==> config.mk <==
export PLATFORM = sky130hd
export DESIGN_NAME = bcd_convert_seq
export DESIGN_NICKNAME = d
export VERILOG_FILES = /design/src/rtl/bcd_convert_seq.sv
export SDC_FILE = /design/constraint.sdc
export NUM_CORES = 1
export LEC_CHECK = 0
export BUFFER_PORTS_ARGS = -buffer_cell sky130_fd_sc_hd__buf_4
export CAP_MARGIN = 20
export CORE_UTILIZATION = 40
export DETAILED_ROUTE_END_ITERATION = 16
export PLACE_DENSITY = 0.59
export SYNTH_ARGS = -nofsm -noshare
export SYNTH_HDL_FRONTEND = slang
export SYNTH_SLANG_ARGS = --single-unit
==> constraint.sdc <==
create_clock -name Clock -period 2.5 [get_ports Clock]
set_input_delay 0.5 -clock Clock [delete_from_list [all_inputs] [get_ports Clock]]
set_output_delay 0.5 -clock Clock [all_outputs]
set_load 0.01 [all_outputs]
==> src/rtl/bcd_convert_seq.sv <==
// Multi-cycle bidirectional binary/BCD converter: double dabble (Mode 0) and
// reverse double dabble (Mode 1), with optional two's-complement sign/magnitude handling.
module bcd_convert_seq #(
   parameter int N      = 32,
   parameter int D      = (N + 2) / 3,
   parameter bit SIGNED = 1'b0
) (
   input  logic           Clock,
   input  logic           Reset,
   input  logic           Start,
   input  logic           Mode,
   input  logic [N-1:0]   V,
   input  logic [4*D-1:0] BcdIn,
   input  logic           SignIn,
   output logic           Ready,
   output logic           Done,
   output logic [4*D-1:0] BCD,
   output logic           Sign,
   output logic [N-1:0]   Bin,
   output logic           Overflow,
   output logic           Error
);

   localparam int W  = 4 * D;
   localparam int CW = $clog2(W + 1);

   typedef enum logic [1:0] {IDLE, CONVERT, DONE} state_t;

   state_t        state, state_nxt;
   logic [CW-1:0] cnt;
   logic          mode_q, sign_q, err_q;
   logic [W-1:0]  hi, lo;
   logic [W-1:0]  hi_adj, hi_shr, hi_sub, hi_step, lo_step;
   logic [N-1:0]  mag;
   logic [W:0]    lim;
   logic          bad_in, accept, last;

   // ---------------- FSM ----------------
   always_ff @(posedge Clock) begin
      if (Reset) state <= IDLE;
      else       state <= state_nxt;
   end

   always_comb begin
      state_nxt = state;
      case (state)
         IDLE:    if (Start) state_nxt = CONVERT;
         CONVERT: if (last)  state_nxt = DONE;
         DONE:    state_nxt = Start ? CONVERT : IDLE;
         default: state_nxt = IDLE;
      endcase
   end

   always_comb begin
      Ready = (state != CONVERT);
      Done  = (state == DONE);
   end

   assign accept = Start && (state != CONVERT);
   // cnt reaches K only on the edge after the K-th iteration: that edge registers results.
   assign last   = (cnt == (mode_q ? CW'(W) : CW'(N)));

   // ---------------- operand preparation ----------------
   always_comb begin
      mag = V;
      if (SIGNED && V[N-1]) mag = -V;
   end

   always_comb begin
      bad_in = 1'b0;
      for (int i = 0; i < D; i++)
         if (BcdIn[4*i +: 4] > 4'd9) bad_in = 1'b1;
   end

   // Signed Mode 1 limit: 2^(N-1)-1 for positive results, 2^(N-1) for negative ones.
   always_comb begin
      lim = ({{W{1'b0}}, 1'b1} << (N - 1)) - (W + 1)'(1) + (W + 1)'(sign_q);
   end

   // ---------------- one iteration of either algorithm ----------------
   assign hi_shr = {1'b0, hi[W-1:1]};

   always_comb begin
      hi_adj = hi;
      hi_sub = hi_shr;
      for (int i = 0; i < D; i++) begin
         if (hi[4*i +: 4] >= 4'd5)     hi_adj[4*i +: 4] = hi[4*i +: 4] + 4'd3;
         if (hi_shr[4*i +: 4] >= 4'd8) hi_sub[4*i +: 4] = hi_shr[4*i +: 4] - 4'd3;
      end
   end

   always_comb begin
      if (mode_q) begin
         hi_step = hi_sub;
         lo_step = {hi[0], lo[W-1:1]};
      end else begin
         hi_step = {hi_adj[W-2:0], lo[N-1]};
         lo_step = {lo[W-2:0], 1'b0};
      end
   end

   // ---------------- datapath and result registers ----------------
   always_ff @(posedge Clock) begin
      if (Reset) begin
         cnt      <= '0;
         mode_q   <= 1'b0;
         sign_q   <= 1'b0;
         err_q    <= 1'b0;
         hi       <= '0;
         lo       <= '0;
         BCD      <= '0;
         Sign     <= 1'b0;
         Bin      <= '0;
         Overflow <= 1'b0;
         Error    <= 1'b0;
      end else if (accept) begin
         cnt    <= '0;
         mode_q <= Mode;
         if (!Mode) begin
            hi     <= '0;
            lo     <= {{(W-N){1'b0}}, mag};
            sign_q <= SIGNED && V[N-1];
            err_q  <= 1'b0;
         end else begin
            hi     <= BcdIn;
            lo     <= '0;
            sign_q <= SIGNED && SignIn;
            err_q  <= bad_in;
         end
      end else if (state == CONVERT) begin
         if (!last) begin
            hi  <= hi_step;
            lo  <= lo_step;
            cnt <= cnt + CW'(1);
         end else if (!mode_q) begin
            BCD  <= hi;
            Sign <= sign_q;
         end else begin
            Error <= err_q;
            if (err_q) begin
               Bin      <= '0;
               Overflow <= 1'b0;
            end else if (SIGNED) begin
               Bin      <= sign_q ? -lo[N-1:0] : lo[N-1:0];
               Overflow <= ({1'b0, lo} > lim);
            end else begin
               Bin      <= lo[N-1:0];
               Overflow <= |lo[W-1:N];
            end
         end
      end
   end

endmodule

==> flow_summary.toml <==
[status]
status = "completed"

[critical_path]
worstPathMaxFanout = 12
path_buf_inv = 1
cpPeakStageDelay_ns = 0.57
rr_worst_depth = 6
critPathKind = "reg2reg"
crit_arrival_ns = 2.44
cp-start-kind = "flip-flop"
critPathCaptureType = "flip-flop"
required_ns = 2.79
slowest_stage = "a21o_1"
critPathTopFamily = "compound AO/OA/AOI/OAI gates"
crit_chain = "and2b_1 > inv_4 > a21o_1 > nor3_1 > a2111oi_0 > a211oi_1"
path_depth = 6

[global_routing]
overflow = 0
grt_pass1_vias = 8519
track_usage = 0.223
grt_max_degree = 66
grt_pass1_wl_mm = 45.7
antenna_found_initial = 0

[floorplan]
start_util = 0.407
io_pins = 162
die_h_um = 159
rows = 57
die_area_um2 = 25400
die-width_um = 159
core_area_um2 = 24300

[timing]
min_period_ns = 2.15
rsz0062_at_grt = "no"
drv_slew = 0
fin_crit_sh = 0.859
slew_headroom = 0.406
hold_viol_final = 0
clock-skew-final_ns = 0.0155
fin_setup_tns_ns = 0
fin_ws_ns = 0.353
finalSetupViolCount = 0
maxClockFrequency_ghz = 0.466
tightest_slew_ns = 0.891
hold_ws_ns = 0.331

[pwr]
powerDensity_nw_per_um2 = 592
leakage_uw = 0.00452
peakVddDrop_v = 0.000400

[logic_synthesis]
synth_top_area_frac = 0.356
synth_area_leader_cell = "dfxtp_1"
synthesis.area_um2 = 9900
synth_compound_area_frac = 0.215
synth_edf_count = 0
synthSimpleGateAreaFrac = 0.192
synth_mux_area_frac = 0.0647
synth_seq_cells = 176
synth_top_family_by_area = "compound AO/OA/AOI/OAI gates"
synthAdderAreaFrac = 0.0682
ys.flop_type = "dfxtp_1"
synth-xor-area-share = 0.0389
syn_nets = 1368
synth-async-reset-ratio = 0
synthTopCellsByArea = "dfxtp_1 (36%), a21oi_1 (9.1%), nand2_1 (6.9%)"
synth.distinct_cells = 48
synth_warnings = 0
postSynthCellCount = 1233
ys_seq_area_frac = 0.356
syn_area_per_cell_um2 = 8.03

[detailed_routing]
finalWirelength_mm = 28.1
vias = 9011
ant_nets = 0
viasPerCell = 5.39
drtIter0Drc = 491
drc = 0
post_drt_wl_per_cell_um = 16.8
dr.pass1.iters = 5

[placed_design]
routabilityCongestion = 0.806
placed_cells = 1640
dp_slack_ns = 0.301
portBuffers = 159
placed_area_um2 = 11300
hpwlAfterDp_mm = 18.2

[clocking]
clock_latency_ns = 0.44
root_buffer = "clkbuf_16"
clk_path_buf_depth = 2
cts_buffers = 17
tritoncts = "yes"
cts_sinks = 176
postCtsSetupRepairBufs = 0
cts_resized = 0
htreeDepth = 4
clk_pin_slew_ns = 0.07
ctsHoldBuffers = 0

[final_layout]
drive_gt1_frac = 0.178
final_cells = 1672
final_area_um2 = 11900
num_antenna_cells = 0
num-nets-final = 1470
fill_cells = 2397
areaGrowthSynthToFinish_pct = 20.6

[worst_hold_path]
hold_path_class = "in2reg"
holdPathStages = 3

[run]
drv_cap = 0
==> cells in the mapped netlist (2+ instances only) <==
master	n
o21ai_0	60
buf_2	34
dfxtp_1	176
nor2b_1	2
nand4_1	3
xnor2_1	24
a31oi_1	2
buf_4	9
and3_1	2
buf_1	2
inv_1	37
nand3b_1	32
a2111oi_0	9
nand2_1	183
nor2_2	2
xor2_1	20
a311oi_1	12
mux2i_1	64
a21oi_1	180
nand3_1	4
clkbuf_1	53
nor3_1	24
nor2_1	86
ha_1	54
o21ai_1	14
a221oi_1	23
nor4_1	3
nand2b_1	12
a21o_1	11
buf_6	5
a211oi_1	25
o21ai_2	2
a211oi_2	6
or3_1	12
nor3b_1	33
==> final timing paths <==
path                 start  endpoint  slack [ns]
setup / recovery  state[1]    hi[36]        0.35
setup reg to reg  state[1]    hi[36]        0.35
hold / removal    BcdIn[0]     hi[0]        0.33
hold reg to reg    Bin[11]   Bin[11]        0.46
==> area by class of cell <==
| type | instances | area, µm² | share of cell area |
|---|---|---|---|
| well taps | 324 | 405 | 0.0340 |
| inverters | 38 | 145 | 0.0122 |
| clock buffers | 17 | 425 | 0.0356 |
| flip-flops and latches | 176 | 3530 | 0.295 |
| multi-input cells | 916 | 5750 | 0.482 |
| repair buffers | 186 | 1500 | 0.125 |
| clock inverters | 15 | 186 | 0.0156 |
==> logic make-up (layout without fill, tap and decap cells) <==
kind of cell / count (synthesis) / count (layout)
flip-flops: 176 / 176
other: 1 / 1
XOR/XNOR: 44 / 44
AO/OA/AOI/OAI: 351 / 351
multiplexers: 64 / 64
adder cells (fa/ha/maj): 54 / 54
buffers and inverters: 141 / 256
AND/OR/NAND/NOR: 402 / 402
==> per-stage QoR <==
step | total power (µW) | util
floorplan | 4000 | -
global placement | 4380 | 0.466
detailed placement | 4400 | 0.466
CTS | 7140 | 0.491
global route | 7420 | 0.491
finish | 7070 | 0.491
==> report_power, final <==
group / total (µW) / switching, µW / leakage [µW] / internal, µW
sequential: 3080 / 178 / 0.00143 / 2900
clock: 2730 / 1360 / 0.000297 / 1370
combinational: 1260 / 703 / 0.00279 / 553
total: 7070 / 2240 / 0.00452 / 4830
==> sequential cells by signal, summed over array words and instances (netlist names), 2 cells and up <==
| register | cells |
|---|---|
| BCD | 44 |
| hi | 44 |
| lo | 44 |
| Bin | 32 |
| cnt | 6 |
| state | 2 |
==> tightest hold or removal path: stages <==
cell and delay, ns:
buf_4 0.11, nand2_1 0.05, a221oi_1 0.06
==> cells in the final DEF (no fill, tap or decap), types with 14 or more instances in the layout <==
cell,n
a211oi_1,25
a21oi_1,180
a221oi_1,23
buf_4,178
clkbuf_16,17
dfxtp_1,175
ha_1,54
inv_1,37
mux2i_1,64
nand2_1,182
nand3b_1,32
nor2_1,85
nor3_1,24
nor3b_1,33
o21ai_0,60
o21ai_1,14
xnor2_1,24
xor2_1,20
==> metal layers <==
layer	part of all wire	vias up	GRT usage
li1	-	4496	-
met1	0.46	4243	0.296
met2	0.47	246	0.365
met3	0.061	26	0.0518
met4	0.014	0	0.0551
met5	0	-	0
Power figures use the tool's default switching activity.
